--- src/rtl/apb_req_arb.sv ---
// apb_req_arb: round-robin arbiter letting two local requesters share one APB segment.
// Optional macro APB_ARB_TIMEOUT_EN adds an ACCESS-phase abort with a one-cycle timeout pulse.
module apb_req_arb #(
    parameter int ADDR_W  = 20,
    parameter int DATA_W  = 16,
    parameter int STRB_W  = 2,
    parameter int SEL_BIT = 19
`ifdef APB_ARB_TIMEOUT_EN
    ,
    parameter int TIMEOUT_CYCLES = 16
`endif
) (
    input  logic              clk,
    input  logic              reset,
    input  logic              req0,
    input  logic              req1,
    input  logic              wr0,
    input  logic              wr1,
    input  logic [ADDR_W-1:0] addr0,
    input  logic [ADDR_W-1:0] addr1,
    input  logic [DATA_W-1:0] wdata0,
    input  logic [DATA_W-1:0] wdata1,
    input  logic [STRB_W-1:0] strb0,
    input  logic [STRB_W-1:0] strb1,
    output logic              done0,
    output logic              done1,
    output logic [DATA_W-1:0] rdata0,
    output logic [DATA_W-1:0] rdata1,
    output logic              err0,
    output logic              err1,
    output logic [1:0]        psel,
    output logic              penable,
    output logic [ADDR_W-1:0] paddr,
    output logic              pwrite,
    output logic [DATA_W-1:0] pwdata,
    output logic [STRB_W-1:0] pstrb,
    input  logic [DATA_W-1:0] prdata,
    input  logic              pready,
`ifdef APB_ARB_TIMEOUT_EN
    output logic              timeout,
`endif
    input  logic              pslverr
);

    typedef enum logic [1:0] {IDLE, SETUP, ACCESS} state_t;

    state_t            state;
    logic              last_grant;
    logic              gnt;
    logic              grant_any;
    logic              grant_sel;
    logic              sel_wr;
    logic [ADDR_W-1:0] sel_addr;
    logic [DATA_W-1:0] sel_wdata;
    logic [STRB_W-1:0] sel_strb;
    logic [DATA_W-1:0] cap_rdata;

`ifdef APB_ARB_TIMEOUT_EN
    localparam int TO_W = $clog2(TIMEOUT_CYCLES) + 1;
    logic [TO_W-1:0] tcnt;
`endif

    // Arbitration is suppressed while a done pulse is out, so a requester that is
    // still holding req on its own done cycle cannot be granted a second time.
    always_comb begin
        grant_any = 1'b0;
        grant_sel = 1'b0;
        if (!done0 && !done1) begin
            if (req0 && req1) begin
                grant_any = 1'b1;
                grant_sel = ~last_grant;
            end else if (req0) begin
                grant_any = 1'b1;
            end else if (req1) begin
                grant_any = 1'b1;
                grant_sel = 1'b1;
            end
        end
        sel_wr    = grant_sel ? wr1    : wr0;
        sel_addr  = grant_sel ? addr1  : addr0;
        sel_wdata = grant_sel ? wdata1 : wdata0;
        sel_strb  = grant_sel ? strb1  : strb0;
    end

    assign cap_rdata = pwrite ? '0 : prdata;

    // The APB output registers double as the command latch, so paddr/pwdata
    // naturally hold their last values while idle.
    always_ff @(posedge clk or posedge reset) begin
        if (reset) begin
            state      <= IDLE;
            last_grant <= 1'b1;
            gnt        <= 1'b0;
            psel       <= '0;
            penable    <= 1'b0;
            paddr      <= '0;
            pwrite     <= 1'b0;
            pwdata     <= '0;
            pstrb      <= '0;
            done0      <= 1'b0;
            done1      <= 1'b0;
            rdata0     <= '0;
            rdata1     <= '0;
            err0       <= 1'b0;
            err1       <= 1'b0;
`ifdef APB_ARB_TIMEOUT_EN
            tcnt       <= '0;
            timeout    <= 1'b0;
`endif
        end else begin
            done0  <= 1'b0;
            done1  <= 1'b0;
            rdata0 <= '0;
            rdata1 <= '0;
            err0   <= 1'b0;
            err1   <= 1'b0;
`ifdef APB_ARB_TIMEOUT_EN
            timeout <= 1'b0;
`endif
            case (state)
                IDLE: begin
                    if (grant_any) begin
                        gnt        <= grant_sel;
                        last_grant <= grant_sel;
                        psel       <= sel_addr[SEL_BIT] ? 2'b10 : 2'b01;
                        penable    <= 1'b0;
                        paddr      <= sel_addr;
                        pwrite     <= sel_wr;
                        pwdata     <= sel_wr ? sel_wdata : '0;
                        pstrb      <= sel_wr ? sel_strb  : '0;
`ifdef APB_ARB_TIMEOUT_EN
                        tcnt       <= '0;
`endif
                        state      <= SETUP;
                    end
                end
                SETUP: begin
                    penable <= 1'b1;
                    state   <= ACCESS;
                end
                ACCESS: begin
                    if (pready) begin
                        psel    <= '0;
                        penable <= 1'b0;
                        state   <= IDLE;
                        if (gnt) begin
                            done1  <= 1'b1;
                            rdata1 <= cap_rdata;
                            err1   <= pslverr;
                        end else begin
                            done0  <= 1'b1;
                            rdata0 <= cap_rdata;
                            err0   <= pslverr;
                        end
                    end
`ifdef APB_ARB_TIMEOUT_EN
                    else if (tcnt == TO_W'(TIMEOUT_CYCLES - 1)) begin
                        // Abort: report an error with zero read data to the owner.
                        psel    <= '0;
                        penable <= 1'b0;
                        state   <= IDLE;
                        timeout <= 1'b1;
                        if (gnt) begin
                            done1 <= 1'b1;
                            err1  <= 1'b1;
                        end else begin
                            done0 <= 1'b1;
                            err0  <= 1'b1;
                        end
                    end else begin
                        tcnt <= tcnt + TO_W'(1);
                    end
`endif
                end
                default: state <= IDLE;
            endcase
        end
    end

endmodule

--- config.mk ---
export PLATFORM = sky130hd
export DESIGN_NAME = apb_req_arb
export DESIGN_NICKNAME = d
export VERILOG_FILES = /design/src/rtl/apb_req_arb.sv
export SDC_FILE = /design/constraint.sdc
export NUM_CORES = 1
export LEC_CHECK = 0
export CORE_ASPECT_RATIO = 1.25
export CORE_MARGIN = 2
export CORE_UTILIZATION = 39
export DETAILED_ROUTE_END_ITERATION = 16
export PLACE_DENSITY = 0.8
export SLEW_MARGIN = 20
export SYNTH_ARGS = -nofsm -noshare
export SYNTH_HDL_FRONTEND = slang
export SYNTH_SLANG_ARGS = --single-unit
--- constraint.sdc ---
create_clock -name clk -period 3.2 [get_ports clk]
set_clock_uncertainty 0.15 [all_clocks]
set_input_delay 0.8 -clock clk [delete_from_list [all_inputs] [get_ports clk]]
set_output_delay 0.8 -clock clk [all_outputs]
set_load 0.01 [all_outputs]
# Yosys cells after proc, flatten, opt, wreduce, memory -nomap -nowiden
# Index checks and enable logic that the tools add are counted.
# op_classes
add_sub_neg	0
n_mul	0
n_div	0
order_cmp	0
n_eq_ne	4
shifts	0
muxes	41
bitwise	1
n_reduce_logical	11
# op_table
op	n
$mux 16	9
$mux 1	22
$mux 20	1
$mux 2	6
$pmux 2 s3	1
$reduce_and 3->1	2
$ne 2x2->1 const B	2
$pmux 2 s2	1
$reduce_and 2->1	2
$pmux 1 s3	1
$reduce_bool 3->1	1
$eq 2x1->1 const B	1
$eq 2x2->1 const B	1
$logic_and 1x1->1	2
$logic_not 1->1	2
$logic_not 2->1	1
$reduce_bool 2->1	1
$not 1->1	1
# totals
ff_bits	82
latch_bits	0
mem_bits_rw	0
mem_bits_ro	0
in_bits	100
word_cells	72
n_memories	0

# Longest topological paths before layout
# logic_depth
word_depth	8
ltp_mapped	7
mapped_depth_nobuf	6

# Worst setup path after synthesis
# OpenSTA, ideal clock, no wires.
# synth_path
path_kind	input to register
startpoint	input req0
endpoint	register penable
arrival_time_ps	1675
required_ps	2925
path_slack_ps	1250
path_stages	4
path_buffers	0
path_cell_list	or2_1 and3_1 o21ai_1 mux2_2
# synth_between
elab_chain_cells	5
elab_cells_between_ends	6
classes_between	eq/ne: 1; mux: 3; reduce/logical: 2
# synth_rtl
item	line_no	rtl
start, declared	15	input logic req0,
$mux 1 / $logic_and 1x1->1 (equally long branches)	72, 69	
$mux 1 *	69	if (req0 && req1) begin
$mux 1 *	68	if (!done0 && !done1) begin
$ne 2x2->1 (no line) *	-	
$reduce_and 3->1 (no line) *	-	
end signal, assigned	95	penable <= 1'b0;
end signal, assigned	126	penable <= 1'b0;
end signal, assigned	138	penable <= 1'b1;
end, declared	32	output logic penable,
# Mark *: on every way between the ends. The rest lies on a longest branch, timed or not.
# A chain may end at the register's enable or synchronous reset.

# Worst setup path after layout
# layout_path
startpoint	input req0
endpoint	register pwdata[15]
# layout_between
elab_chain_cells	5
elab_cells_between_ends	11
classes_between	mux: 9; reduce/logical: 2
# layout_rtl
item	line_no	rtl
$mux 1 / $logic_and 1x1->1 (equally long branches)	72, 69	
$mux 1	69	
$mux 1	68	
$mux 16 / $mux 1 (equally long branches)	81, 79	
$mux 16	129	pwdata <= sel_wr ? sel_wdata : '0;
end signal, assigned	129	
end, declared	35	output logic [DATA_W-1:0] pwdata,
# Several ways; a longest one is shown, not always the timed one.

==> impl_metrics.json <==
{
  "min_period_ns": 2.45,
  "synth_cells": 306,
  "yosys.cell_count.top_type": "dfrtp_1",
  "vdd_ir_drop_max_v": 0.000363,
  "cp.required_ns": 3.31,
  "worstSetupPathType": "in2reg",
  "drive_above_1_share_pct": 7.38,
  "final_area_um2": 5430,
  "endpoint": "pwdata[15]",
  "slew_violations": 0,
  "netlist_top_cells_count": "dfrtp_1, nor2_1, nand2_1",
  "ys_warn_count": 0,
  "num_vias": 2883,
  "finalWeightedCongestion": 0.807,
  "ant_nets": 0,
  "fp.dieW_um": 87.1,
  "tns_ns": 0,
  "utilization_pct": 65.6,
  "area_delta_synth_final_pct": 61.4,
  "fin_ws_ns": 0.746,
  "coreArea_um2": 8290,
  "drt-initial-drc-count": 165,
  "antenna_found_initial": 0,
  "cap_viol_max_count": 0,
  "finalWirelength_um": 9370,
  "hp-class": "reg2reg",
  "wl_per_cell_um": 16.0,
  "synth_ff_type": "dfrtp_1",
  "finalSetupViolCount": 0,
  "cp-end-kind": "register",
  "yosys-top-cells-area": "dfrtp_1, nor2_1, mux2i_1",
  "cts_root_buffer": "clkbuf_8",
  "grt_max_degree": 65,
  "grt_pass1_vias": 2950,
  "rows": 37,
  "p_leak_nw": 2.44,
  "hold_depth": 2,
  "place_area_um2": 5240,
  "tritoncts": "yes",
  "start_util_pct": 40.6,
  "cts.htree.levels": 3,
  "viasPerCell": 4.93,
  "r2r_slack_ns": 1.17,
  "ys_seq_area_share_pct": 61.0,
  "dr.pass1.iters": 4,
  "p_per_area_nw_per_um2": 767,
  "mappedNetlistArea_um2": 3370,
  "worst_r2r_endpoint": "pwdata[15]",
  "crit_start": "req0",
  "ios": 178,
  "max_freq_ghz": 0.408,
  "critPathMaxFanout": 10,
  "clkTransAtPathRegs_ns": 0.08,
  "cts.sinks": 82,
  "reg2reg_from": "done0",
  "postCtsHoldBufs": 0,
  "synth-seq-cells": 82,
  "place_hpwl_um": 6890,
  "period_share_pct": 76.7,
  "synth_cell_types": 31,
  "syn_area_per_cell_um2": 11.0,
  "cp.arrival_ns": 2.56,
  "syn-num-nets": 409,
  "hold_violations": 0,
  "cts_made_buffers": 9,
  "place_ws_ns": 0.359,
  "clk_path_buf_depth": 2,
  "grt_use_total_pct": 20.1,
  "finalPower_mw": 4.17,
  "dp.cells": 569,
  "dieArea_um2": 9390,
  "run_status": "finished clean",
  "final_cell_count_no_fill": 585,
  "yosys.area.top_type_share_pct": 60.2,
  "nets": 586,
  "clkLatencyLatePin_ns": 0.35,
  "ff2ff_path_depth": 5,
  "die_h_um": 108,
  "yosys.area.top_type": "dfrtp_1",
  "io_buffers": 177,
  "startpoint_type": "input pin",
  "diodes": 0,
  "synth_edf_count": 0,
  "synth-async-reset-ratio_pct": 100,
  "cts_resized": 0,
  "slew_headroom_pct": 49.7,
  "rsz0062_at_grt": "false",
  "cts_setup_buffers": 0,
  "hold_slack_ns": 0.332,
  "grt_pass1_wl_um": 14500,
  "drc_errors": 0,
  "worst_slew_pin_slew_ns": 0.752,
  "grt-ovfl-total": 0
}
## per-layer routing
metal / global-route usage [%] / vias up / routed length, µm
met5: 0 / - / 0
met4: 7.14 / 0 / 188
met3: 7.13 / 19 / 837
met2: 32.8 / 124 / 4540
met1: 24.5 / 1360 / 3800
li1: - / 1380 / -
## report_power, final
group / switching (mW) / leakage [nW] / total (mW) / internal, mW
registers: 0.175 / 1.06 / 1.54 / 1.36
logic: 0.919 / 1.29 / 1.91 / 0.989
clock network: 0.358 / 0.0945 / 0.722 / 0.364
## worst min path at each step
stage               startpoint        end  slack, ns
floorplan                  gnt        gnt       0.31
global placement     paddr[13]  paddr[13]       0.31
detailed placement    paddr[5]   paddr[5]       0.32
CTS                   paddr[5]   paddr[5]       0.34
global route         paddr[11]  paddr[11]       0.35
finish                paddr[5]   paddr[5]       0.33
## worst max-delay path: stages
cell and delay (ns):
clkdlybuf4s50_1 0.44, a211oi_2 0.33, and3_1 0.46, buf_4 0.29, a221oi_1 0.10, nor2_1 0.14
## registers in the layout (all words and copies together), names as in the netlist
register and count:
paddr 20, pwdata 16, rdata0 16, rdata1 16
psel 2, pstrb 2, state 2, done0 1
done1 1, err0 1, err1 1, gnt 1
last_grant 1, penable 1, pwrite 1
## logic make-up (layout without fill, tap and decap cells)
kind of cell             after synthesis  count (layout)  share of synthesized area [%]
AND/OR/NAND/NOR                      124             124                           15.6
buffers and inverters                 24             206                           3.64
multiplexers                          21              21                           6.28
adder cells (fa/ha/maj)                3               3                           1.12
AO/OA/AOI/OAI                         52              52                           12.3
flip-flops                            82              82                           61.0
## cells in the final DEF (no fill, tap or decap), types with 2 or more instances in the layout
cell type and n:
nor2_1 72, a21oi_1 3, o21ai_0 23, clkbuf_1 3, clkinv_4 2, a221oi_1 9, a221oi_2 9, and3_1 2
clkinv_2 2, nand2b_1 17, ha_1 3, nand2_1 27, buf_4 4, inv_1 6, clkdlybuf4s50_1 177, clkbuf_8 9
dfrtp_1 81, mux2i_1 20, buf_12 2
## area by class of cell
class                           instances  area (µm²)
Fill cell                             662        2850
Inverter                                7        27.5
Clock buffer                           12         135
Sequential cell                        82        2050
Clock inverter                          4        52.6
Multi-Input combinational cell        200        1200
Timing Repair Buffer                  183        1840
Tap cell                               97         121
(Power assumes the default switching activity.)
